<file path="config.mk">
export PLATFORM = sky130hd
export DESIGN_NAME = tt_um_serial_sub8
export DESIGN_NICKNAME = d
export VERILOG_FILES = /design/src/rtl/tt_um_serial_sub8.sv
export SDC_FILE = /design/constraint.sdc
export NUM_CORES = 1
export LEC_CHECK = 0
export CELL_PAD_IN_SITES_DETAIL_PLACEMENT = 0
export CELL_PAD_IN_SITES_GLOBAL_PLACEMENT = 1
export CORE_MARGIN = 2
export CORE_UTILIZATION = 45
export CTS_BUF_LIST = sky130_fd_sc_hd__clkbuf_4
export DETAILED_ROUTE_END_ITERATION = 12
export GPL_TIMING_DRIVEN = 0
export PLACE_DENSITY_LB_ADDON = 0.1
export SLEW_MARGIN = 10
export SYNTH_ARGS = -nofsm -noshare
export SYNTH_HDL_FRONTEND = slang
export SYNTH_SLANG_ARGS = --single-unit
</file>
<file path="constraint.sdc">
create_clock -name clk -period 1.9 [get_ports clk]
set_input_delay 0.38 -clock clk [delete_from_list [all_inputs] [get_ports clk]]
set_output_delay 0.38 -clock clk [all_outputs]
set_load 0.05 [all_outputs]
</file>
<file path="src/rtl/tt_um_serial_sub8.sv">
// Bit-serial 8-bit unsigned subtractor: one full-subtractor cell plus a borrow
// flip-flop produce A - B LSB-first over 8 clocks, with borrow/zero/done status.
module tt_um_serial_sub8 (
   input  logic [7:0] ui_in,
   output logic [7:0] uo_out,
   input  logic [7:0] uio_in,
   output logic [7:0] uio_out,
   output logic [7:0] uio_oe,
   input  logic       ena,
   input  logic       clk,
   input  logic       rst_n
);

   typedef enum logic [1:0] {
      IDLE = 2'd0,
      RUN  = 2'd1,
      DONE = 2'd2
   } state_t;

   // Named state register so checkers can bind to it directly.
   state_t     state;

   logic [7:0] op_a;
   logic [7:0] op_b;
   logic [7:0] sa;
   logic [7:0] sb;
   logic [7:0] sd;
   logic [7:0] res;
   logic       br;
   logic [2:0] cnt;
   logic       borrow_f;
   logic       zero_f;
   logic       done_f;
   logic       start_q;

   logic       load_a;
   logic       load_b;
   logic       start;
   logic       start_evt;
   logic       d;
   logic       br_next;
   logic [7:0] sd_next;

   assign load_a = uio_in[0];
   assign load_b = uio_in[1];
   assign start  = uio_in[2];

   wire unused_ok = &{1'b0, ena, uio_in[7:3]};

   // Rising edge of start only; the RUN check lives in the state case below.
   assign start_evt = start & ~start_q;

   assign d       = sa[0] ^ sb[0] ^ br;
   assign br_next = (~sa[0] & sb[0]) | (~sa[0] & br) | (sb[0] & br);
   assign sd_next = {d, sd[7:1]};

   always_ff @(posedge clk or negedge rst_n) begin
      if (!rst_n) begin
         state    <= IDLE;
         op_a     <= 8'h00;
         op_b     <= 8'h00;
         sa       <= 8'h00;
         sb       <= 8'h00;
         sd       <= 8'h00;
         res      <= 8'h00;
         br       <= 1'b0;
         cnt      <= 3'd0;
         borrow_f <= 1'b0;
         zero_f   <= 1'b0;
         done_f   <= 1'b0;
         start_q  <= 1'b0;
      end else begin
         start_q <= start;
         case (state)
            IDLE, DONE: begin
               if (load_a) op_a <= ui_in;
               if (load_b) op_b <= ui_in;
               // Operands captured here are the pre-edge values, so a load in
               // the same cycle only affects the following operation.
               if (start_evt) begin
                  sa     <= op_a;
                  sb     <= op_b;
                  br     <= 1'b0;
                  cnt    <= 3'd0;
                  done_f <= 1'b0;
                  state  <= RUN;
               end
            end
            RUN: begin
               sd  <= sd_next;
               sa  <= {1'b0, sa[7:1]};
               sb  <= {1'b0, sb[7:1]};
               br  <= br_next;
               cnt <= cnt + 3'd1;
               if (cnt == 3'd7) begin
                  res      <= sd_next;
                  borrow_f <= br_next;
                  zero_f   <= (sd_next == 8'h00);
                  done_f   <= 1'b1;
                  state    <= DONE;
               end
            end
            default: state <= IDLE;
         endcase
      end
   end

   assign uo_out  = res;
   assign uio_out = {(state == RUN), done_f, borrow_f, zero_f, 4'b0000};
   assign uio_oe  = 8'hF0;

endmodule
</file>
==> reports/qor.csv <==
metric,value,unit
dpl hpwl,3.17,mm
clock power share,14.0,%
Hold WS,0.471,ns
clock slew seen by the registers of the worst setup and hold paths,0.09,ns
max frequency,569,MHz
Global Route Usage Sum,16.8,%
"Primary FF master, synth",dfrtp_1,
first-pass GRT wire length,7.96,mm
Buf/Inv on CP,2,
RD Place Congestion,0.713,
Worst Slack Setup Final,0.143,ns
PortBufs,24,
slew at the pin closest to its max-slew limit,0.515,ns
starting DRC count in detailed routing,45,
Routed WL,4.35,mm
final setup vio count,0,
Synth async-reset ratio,100,%
RSZ-0062 raised after global routing,false,
max_cap viols,0,
Routed Antenna Nets,0,
critical path peak fanout,2,
Setup Skew,0.00949,ns
Worst Path Required,1.52,ns
Worst setup SP type,flip-flop,
Crit Reg-Reg Endpoint,sb[5]$_DFFE_PN0P_,
Slowest cell on crit path,dlygate4sd2_1,
H-tree Lvls,3,
Inst Count DP,296,
combinational power share,48.1,%
chip width,79.6,um
Post-route DRC,0,
cts bufs inserted,9,
DRT Pass-1 Iters,3,
Std-Cell Rows,27,
fin. max-slew vios,0,
VDD IR max,0.000763,V
core area,5510,sq um
vias in the first global route,1630,
total gr overflow,0,
Pleak,1.53,nW
pre-CTS setup slack,-0.453,ns
CP startpoint,done_f$_DFFE_PN0P_,
Reg power frac,37.9,%
Synth top area share,55.4,%
number of synthesized flops with an enable pin,0,
CP max stage delay,0.52,ns
placed inst area,2960,sq um
Root Driver,clkbuf_4,
vias,1517,
sw frac,35.8,%
CP Cell Sequence,buf_4 -> dlygate4sd2_1,
Yosys warnings,0,
Sink Count,57,
"CP delay by family, top",buffers and inverters,
"FF+latch count, synth",57,
setup_tns,0,ns
leading post-synthesis cells by cell area,"dfrtp_1 55%, mux2_2 14%, mux2_4 9.3%",
CP endpoint kind,primary output,
post-synth design cell area,2570,sq um
initial antenna violation count,0,
Syn Area/Cell,13.6,sq um
Clock Tree Buf Depth,2,
Fin. Hold Viols,0,
routed len/inst,13.8,um
top-count cell post-synth,dfrtp_1,
post-synthesis sequential area ratio,55.4,%
die area,6340,sq um
status,"finished, final reports clean",
R2R depth,6,
die height,79.6,um
Avg Vias per Cell,4.82,
fin nets,261,
worst min path class,primary input to asynchronous set/reset pin,
CTS tree,built,
design area,3110,sq um
I/O Pins,43,
area grow syn2layout,20.7,%
PD cells,1790,nW/um^2
synth cell count leaders,"57 x dfrtp_1, 33 x mux2_2, 24 x nand2_1",
Worst R2R Setup Slack,0.19,ns
P_sw,1.98,mW
Synth area leader,dfrtp_1,
diode count,0,
Yosys cell types,27,
worst path arrival time,1.38,ns
Rel. slew slack,65.7,%
Worst-Skew Late Latency,0.38,ns
final period utilization,92.5,%
post-route insts no fill,315,
layout cells sized above 1,37.4,%
Fill cells,495,
internal power,3.56,mW
pin count of the biggest net entering global routing,39,
Starting Density,46.7,%
Final Critical Period,1.76,ns
Crit Path Category,flip-flop to primary output,
reg2reg start,state[1]$_DFFE_PN0P_,
Syn Inst Count,189,
-- layer usage --
metal / track usage [%] / vias to the layer above / wire length [um]
li1: - / 721 / -
met1: 19.9 / 754 / 1850
met2: 27.9 / 32 / 2230
met3: 3.62 / 10 / 164
met4: 10.0 / 0 / 105
met5: 0 / - / 0
-- registers in the layout, indices dropped and copies added, names as in the netlist, 2 cells and up --
| name | cells |
|---|---|
| cnt | 3 |
| op_a | 8 |
| op_b | 8 |
| sa | 8 |
| sb | 8 |
| sd | 7 |
| state | 2 |
| uo_out | 8 |
-- worst max-delay path by stage --
stage / end / depth (start not counted)
2_1_floorplan: uo_out[0]$_DFFE_PN0P_ / 5
3_3_place_gp: uo_out[5]$_DFFE_PN0P_ / 1
3_5_place_dp: uio_out[7] / 5
4_1_cts: uio_out[7] / 4
5_1_grt: uio_out[6] / 2
6_report: uio_out[6] / 2
-- cell usage in the layout, fill, tap and decap left out, drive strengths merged, types with 3 or more instances in the layout --
master,n
dlygate4sd2,11
a22o,3
nand2,24
o21ai,8
conb,12
mux2i,5
clkinv,5
mux2,50
clkbuf,12
buf,27
clkdlybuf4s50,11
dfrtp,57
-- cells by family (layout without fill, tap and decap cells) --
logic type	after synthesis	count (layout)	synth area share [%]
and+or+nand+nor	33	33	6.17
muxes	55	55	26.2
AOI/OAI and AO/OA	13	13	3.26
adders and majority gates	3	3	1.75
other	2	12	0.292
DFF	57	57	55.4
buffers and inverters	26	70	6.95
-- per-stage QoR --
| stage | power, mW | utilization, % |
|---|---|---|
| finish | 5.54 | 56.4 |
| CTS | 5.58 | 55.9 |
| global placement | 4.69 | 53.4 |
| detailed placement | 4.82 | 53.7 |
| floorplan | 4.16 | - |
| global route | 5.99 | 56.4 |
-- power by group through the flow --
stage / registers (mW) / logic (mW) / clock network (mW)
2_1_floorplan: 2.26 / 1.91 / 0
3_3_place_gp: 2.10 / 2.59 / 0
3_5_place_dp: 2.14 / 2.67 / 0
4_1_cts: 2.12 / 2.65 / 0.811
5_1_grt: 2.19 / 2.93 / 0.875
6_report: 2.10 / 2.67 / 0.774
-- repair_timing --
item / 4_1_cts / 5_1_grt
hold endpoints to repair: 19 / 0
gates resized for setup: 20 / 0
endpoints found under the setup margin: 12 / 1
hold buffers: 1 / 0
buffers inserted: 0 / 4
-- worst register-to-register path, stage by stage (launching register included) --
cell and delay (ns):
dfrtp_1 0.41, nand2b_4 0.18, inv_4 0.11, buf_12 0.12
buf_4 0.20, mux2_4 0.32, mux2_4 0.26
-- final cells by class --
type                       count  area (sq um)  area share [%]
inverter                       2          10.0           0.322
multi-input combinational    116          1010            32.4
clock buffer                   9          67.6            2.18
tap                           72          90.1            2.90
buffer                        23           173            5.56
timing repair buffer          30           283            9.11
clock inverter                 6          50.0            1.61
sequential                    57          1430            45.9
No activity file was read; power rests on OpenSTA's default activity.
